$ cat src/rtl/nack_gen_pkg.sv
// Shared types and helpers for the NACK generator FIFO write arbiter.
package nack_gen_pkg;

    // Arbiter FSM: wait out FIFO reset, arbitrate, then stream one packet.
    typedef enum logic [1:0] {
        INIT = 2'd0,
        IDLE = 2'd1,
        LOCK = 2'd2
    } arb_state_t;

    // Width of a requester index; never narrower than one bit.
    function automatic int idx_width(input int num_req);
        return (num_req > 1) ? $clog2(num_req) : 1;
    endfunction

endpackage

$ cat src/rtl/rr_arbiter.sv
// Combinational round-robin pick: first asserted request at or after ptr.
module rr_arbiter #(
    parameter int NUM_REQ = 4,
    parameter int IDX_W   = 2
) (
    input  logic [NUM_REQ-1:0] req,
    input  logic [IDX_W-1:0]   ptr,
    output logic [IDX_W-1:0]   gnt_id,
    output logic               gnt_vld
);

    // Scan ptr, ptr+1, ... wrapping modulo NUM_REQ; lowest distance wins.
    always_comb begin
        logic [IDX_W:0] v_sum;
        gnt_id  = '0;
        gnt_vld = 1'b0;
        v_sum   = '0;
        for (int i = 0; i < NUM_REQ; i++) begin
            // ptr < NUM_REQ and i < NUM_REQ, so one subtraction wraps it.
            v_sum = {1'b0, ptr} + (IDX_W+1)'(i);
            if (v_sum >= (IDX_W+1)'(NUM_REQ)) begin
                v_sum = v_sum - (IDX_W+1)'(NUM_REQ);
            end
            if (!gnt_vld && req[v_sum[IDX_W-1:0]]) begin
                gnt_vld = 1'b1;
                gnt_id  = v_sum[IDX_W-1:0];
            end
        end
    end

endmodule

$ cat src/rtl/nack_fifo_wr_arbiter.sv
// Round-robin, packet-locked arbiter sharing one sync FIFO write port
// between NUM_REQ NACK requesters. Registers the FIFO write strobe/data
// and keeps packet, beat and overflow statistics. Single clock: wr_clk.
//
// Handshake: a beat moves when req_valid[i] and req_ready[i] are both high
// at a rising edge of wr_clk. req_ready is one-hot (current grantee) or
// zero, and does not depend on req_valid. A requester may drop valid
// mid-packet; the grant is held until the beat with req_last is accepted.
module nack_fifo_wr_arbiter
    import nack_gen_pkg::*;
#(
    parameter  int NUM_REQ    = 4,
    parameter  int DATA_WIDTH = 16,
    parameter  int CNT_WIDTH  = 32,
    localparam int IDX_W      = idx_width(NUM_REQ)
) (
    input  logic                          wr_clk,
    input  logic                          rst,
    input  logic [NUM_REQ-1:0]            req_valid,
    input  logic [NUM_REQ*DATA_WIDTH-1:0] req_data,
    input  logic [NUM_REQ-1:0]            req_last,
    output logic [NUM_REQ-1:0]            req_ready,
    output logic                          fifo_wr_en,
    output logic [DATA_WIDTH-1:0]         fifo_din,
    input  logic                          fifo_full,
    input  logic                          fifo_almost_full,
    input  logic                          fifo_prog_full,
    input  logic                          fifo_wr_rst_busy,
    input  logic                          fifo_overflow,
    output logic [IDX_W-1:0]              grant_id,
    output logic                          busy,
    output logic [CNT_WIDTH-1:0]          pkt_cnt,
    output logic [CNT_WIDTH-1:0]          beat_cnt,
    output logic                          err_overflow,
    output logic [1:0]                    dbg_state
);

    arb_state_t            r_state;
    logic [IDX_W-1:0]      r_grant_id;
    logic [IDX_W-1:0]      r_rr_ptr;
    logic                  r_wr_en;
    logic [DATA_WIDTH-1:0] r_din;
    logic [CNT_WIDTH-1:0]  r_pkt_cnt;
    logic [CNT_WIDTH-1:0]  r_beat_cnt;
    logic                  r_err_overflow;

    logic [IDX_W-1:0]      w_gnt_id;
    logic                  w_gnt_vld;
    logic                  w_can_write;
    logic                  w_sel_valid;
    logic                  w_sel_last;
    logic [DATA_WIDTH-1:0] w_sel_data;
    logic                  w_accept;
    logic                  w_last_accept;
    logic [IDX_W-1:0]      w_next_ptr;
    logic [DATA_WIDTH-1:0] w_data_arr [NUM_REQ];

    // Split the flat data bus into one beat per requester.
    for (genvar g = 0; g < NUM_REQ; g++) begin : g_data_split
        assign w_data_arr[g] = req_data[g*DATA_WIDTH +: DATA_WIDTH];
    end

    rr_arbiter #(
        .NUM_REQ (NUM_REQ),
        .IDX_W   (IDX_W)
    ) u_rr_arbiter (
        .req     (req_valid),
        .ptr     (r_rr_ptr),
        .gnt_id  (w_gnt_id),
        .gnt_vld (w_gnt_vld)
    );

    // almost_full gates every beat; the registered write strobe lands one
    // cycle later, so stopping here keeps writes off a full FIFO.
    assign w_can_write   = (r_state == LOCK) && !fifo_full && !fifo_almost_full
                           && !fifo_wr_rst_busy;
    assign w_sel_valid   = req_valid[r_grant_id];
    assign w_sel_last    = req_last[r_grant_id];
    assign w_sel_data    = w_data_arr[r_grant_id];
    assign w_accept      = w_can_write && w_sel_valid;
    assign w_last_accept = w_accept && w_sel_last;
    assign w_next_ptr    = (r_grant_id == IDX_W'(NUM_REQ - 1)) ? '0
                                                                : r_grant_id + 1'b1;

    // Only the grantee sees ready; everyone else is held off.
    always_comb begin
        req_ready             = '0;
        req_ready[r_grant_id] = w_can_write;
    end

    // FSM: leave INIT once the FIFO is out of reset, lock onto a winner,
    // release on the accepted last beat and advance the round-robin pointer.
    always_ff @(posedge wr_clk) begin
        if (rst) begin
            r_state    <= INIT;
            r_grant_id <= '0;
            r_rr_ptr   <= '0;
        end else begin
            case (r_state)
                INIT: begin
                    if (!fifo_wr_rst_busy) begin
                        r_state <= IDLE;
                    end
                end
                IDLE: begin
                    // prog_full only holds off the start of a packet.
                    if (w_gnt_vld && !fifo_prog_full) begin
                        r_state    <= LOCK;
                        r_grant_id <= w_gnt_id;
                    end
                end
                LOCK: begin
                    if (w_last_accept) begin
                        r_state  <= IDLE;
                        r_rr_ptr <= w_next_ptr;
                    end
                end
                default: begin
                    r_state <= INIT;
                end
            endcase
        end
    end

    // Registered write port: strobe follows an accept by one cycle, data
    // holds its last value when nothing is written.
    always_ff @(posedge wr_clk) begin
        if (rst) begin
            r_wr_en <= 1'b0;
            r_din   <= '0;
        end else begin
            r_wr_en <= w_accept;
            if (w_accept) begin
                r_din <= w_sel_data;
            end
        end
    end

    // Statistics counters; both wrap naturally at 2^CNT_WIDTH.
    always_ff @(posedge wr_clk) begin
        if (rst) begin
            r_pkt_cnt  <= '0;
            r_beat_cnt <= '0;
        end else begin
            if (r_wr_en) begin
                r_beat_cnt <= r_beat_cnt + 1'b1;
            end
            if (w_last_accept) begin
                r_pkt_cnt <= r_pkt_cnt + 1'b1;
            end
        end
    end

    // Sticky overflow flag, cleared only by reset.
    always_ff @(posedge wr_clk) begin
        if (rst) begin
            r_err_overflow <= 1'b0;
        end else if (fifo_overflow) begin
            r_err_overflow <= 1'b1;
        end
    end

    assign fifo_wr_en   = r_wr_en;
    assign fifo_din     = r_din;
    assign grant_id     = r_grant_id;
    assign busy         = (r_state != IDLE);
    assign pkt_cnt      = r_pkt_cnt;
    assign beat_cnt     = r_beat_cnt;
    assign err_overflow = r_err_overflow;
    assign dbg_state    = r_state;

endmodule

$ cat config.mk
export PLATFORM = sky130hd
export DESIGN_NAME = nack_fifo_wr_arbiter
export DESIGN_NICKNAME = d
export VERILOG_FILES = /design/src/rtl/nack_gen_pkg.sv /design/src/rtl/rr_arbiter.sv /design/src/rtl/nack_fifo_wr_arbiter.sv
export SDC_FILE = /design/constraint.sdc
export NUM_CORES = 1
export LEC_CHECK = 0
export BUFFER_PORTS_ARGS = -buffer_cell sky130_fd_sc_hd__buf_4
export CAP_MARGIN = 20
export CORE_ASPECT_RATIO = 1.1
export CORE_UTILIZATION = 50
export DETAILED_ROUTE_END_ITERATION = 6
export HOLD_SLACK_MARGIN = 0.08
export PLACE_DENSITY = 0.89
export SLEW_MARGIN = 20
export SYNTH_ARGS = -nofsm -noshare
export SYNTH_HDL_FRONTEND = slang
export SYNTH_SLANG_ARGS = --single-unit
export TNS_END_PERCENT = 5
$ cat constraint.sdc
create_clock -name wr_clk -period 2.26 [get_ports wr_clk]
set_input_delay 0.226 -clock wr_clk [delete_from_list [all_inputs] [get_ports wr_clk]]
set_output_delay 0.226 -clock wr_clk [all_outputs]
set_load 0.02 [all_outputs]
==> flow_summary.ini <==
[status]
status = completed

[critical_path]
path_buf_inv = 3
cp_max_fo = 21
cp_cell_sequence = buf_4 -> inv_1 -> ha_1 -> and3_1 -> buf_4
cp.arrival_ns = 1.83
critical_path.top_delay_family = buffers and inverters
crit_slowest_cell = dfxtp_1
cp-startpoint = grant_id[1]
path_class = flop to output port
crit_required_ns = 2.03
start_kind = flop
endpoint_kind = output port
reg2reg_from = beat_cnt[0]
critical_path.max_stage_delay_ns = 0.47
crit_top_cell = buf_4

[placed_design]
post-place-ws_ns = 0.247
placed_cells = 770
dp_hpwl_mm = 9.20
globalplace.congestion = 0.857
portBuffers = 169

[worst_hold_path]
hold_path.class = primary input to flop
hp-start = fifo_wr_rst_busy

[clocking]
cts_buffers = 9
htree_levels = 3
cts_resized = 0
cts_sinks = 88
clk_latency_ns = 0.37
tritoncts = done
clk_path_buf_depth = 2
clk_pin_slew_ns = 0.08
cts_setup_buffers = 0
clockRootBuffer = clkbuf_8

[sta]
hold_viol_final = 0
post-route-period-util_pct = 90.9
slew_headroom_pct = 39.4
fmax_mhz = 487
worstMarginPinSlew_ns = 0.910
rsz0062_at_grt = false
setup_tns_ns = 0
final_max_slew_viol_count = 0
setup_violations = 0
finalClockSkew_ns = 0.00963
setup_ws_ns = 0.206
timing.hold.ws_ns = 0.221
period_minus_slack_ns = 2.05

[floorplan]
die_w_um = 93.3
initial_core_util_pct = 51.6
ios = 170
core_area_um2 = 8870
die-area_um2 = 9550
std_cell_rows = 36
die_y_um = 102

[pwr]
power.density_nw_per_um2 = 503
p_leak_nw = 2.47
irDropWorstVdd_mv = 0.304

[global_routing]
antenna_found_initial = 0
grt_pass1_vias = 4183
grt_use_total_pct = 25.4
grt_max_degree = 89
grt_pass1_wl_mm = 19.1
grt_overflow = 0

[finish]
layout_common_cells = buf_4 (180), dfxtp_1 (88), nor2_1 (69)
antenna_cells = 0
drive_gt1_share_pct = 36.1
fill_cells = 693
area_growth_pct = 35.1
stdcell_count = 787
final_common_cell = buf_4
finish.net_count = 753

[synth]
synth_nets = 587
synthFlopType = dfxtp_1
synth_area_leaders = dfxtp_1 (38%), mux4_2 (8.4%), nor2_1 (5.7%)
ys_seq_elements = 88
synth_top_area_share_pct = 38.4
synthCells = 502
synth_top_area_cell = dfxtp_1
synth_area_per_cell_um2 = 9.13
yosysUniqueCellTypes = 47
synthArstFlopShare_pct = 0
synth_edf_count = 0
syn_area_um2 = 4580
yosysSeqAreaShare_pct = 38.4
yosysWarnings = 0

[routing]
drt_iter0_drc = 172
ant_nets = 0
drtPass1Iterations = 4
routedWlPerCell_um = 15.6
drc = 0
routed_wl_mm = 12.3
vias = 4398
avgViaCountPerCell = 5.59

[job]
drv_cap = 0
[tightest hold or removal path: stages]
cell,delay [ns]
buf_4,0.10
a211oi_1,0.07
nor2_1,0.10
nor2_1,0.04
[state kept, by name (all words and copies together) (netlist names)]
name          cells
fifo_din         16
grant_id          2
beat_cnt         32
err_overflow      1
fifo_wr_en        1
dbg_state         2
pkt_cnt          32
r_rr_ptr          2
[Yosys cell counts, types with 3 or more instances]
| library cell | n |
|---|---|
| a21oi_1 | 32 |
| a31o_2 | 3 |
| and2_1 | 5 |
| and3_1 | 12 |
| and4_1 | 11 |
| buf_2 | 10 |
| clkbuf_1 | 12 |
| dfxtp_1 | 88 |
| ha_1 | 6 |
| inv_1 | 13 |
| mux2_2 | 3 |
| mux2i_1 | 3 |
| mux4_2 | 17 |
| nand2_1 | 52 |
| nand3_1 | 19 |
| nand4_1 | 29 |
| nand4b_1 | 3 |
| nor2_1 | 69 |
| nor3_1 | 8 |
| nor3_2 | 8 |
| nor4_2 | 6 |
| o21ai_0 | 9 |
| or3_1 | 4 |
| xnor2_1 | 25 |
| xor2_1 | 29 |
[final timing paths]
check | end | slack [ns] | cells past startpoint
worst min register to register | fifo_din[5] | 0.46 | 2
worst max-delay path | req_ready[1] | 0.21 | 5
worst max register to register | beat_cnt[28] | 0.21 | 6
worst min-delay path | dbg_state[0] | 0.22 | 4
[cells by family after synthesis]
logic type / synth area share [%]
adders and majority gates: 1.64
AOI/OAI and AO/OA: 6.09
xor gates and xnor gates: 10.3
muxes: 10.0
DFF: 38.4
and+or+nand+nor: 29.6
buffers and inverters: 3.88
[cell type report]
class / instances / area, um^2 / share of cell area, %
clock buffer: 10 / 128 / 2.06
sequential: 88 / 1760 / 28.4
clock inverter: 6 / 108 / 1.74
multi-input combinational: 375 / 2640 / 42.7
tap: 114 / 143 / 2.30
inverter: 13 / 48.8 / 0.788
timing repair buffer: 181 / 1360 / 22.0
[routing by layer]
| layer | routed length (um) | GRT usage [%] | vias up |
|---|---|---|---|
| met4 | 248 | 10.8 | 0 |
| met3 | 793 | 5.28 | 24 |
| li1 | - | - | 2101 |
| met1 | 4900 | 30.1 | 2080 |
| met5 | 0 | 0 | - |
| met2 | 6360 | 44.9 | 193 |
[where the power goes]
part | switching (W) | internal [W] | total, W
registers | 0.00000657 | 0.00156 | 0.00156
clock network | 0.000568 | 0.000731 | 0.00130
logic | 0.000106 | 0.000148 | 0.000254
[through the flow]
| step | total power, W | util [%] | cell area [um^2] |
|---|---|---|---|
| CTS | 0.00313 | 69.8 | 6190 |
| floorplan | 0.00171 | - | 4580 |
| global route | 0.00320 | 69.8 | 6190 |
| finish | 0.00311 | 69.8 | 6190 |
| global placement | 0.00184 | 67.0 | 5950 |
| detailed placement | 0.00185 | 67.0 | 5950 |
[repair_timing]
| action | CTS | global route |
|---|---|---|
| hold endpoints to repair | 1 | 0 |
| endpoints found under the setup margin | 0 | 0 |
| hold buffers | 1 | 0 |
No activity file was read; power rests on OpenSTA's default activity.
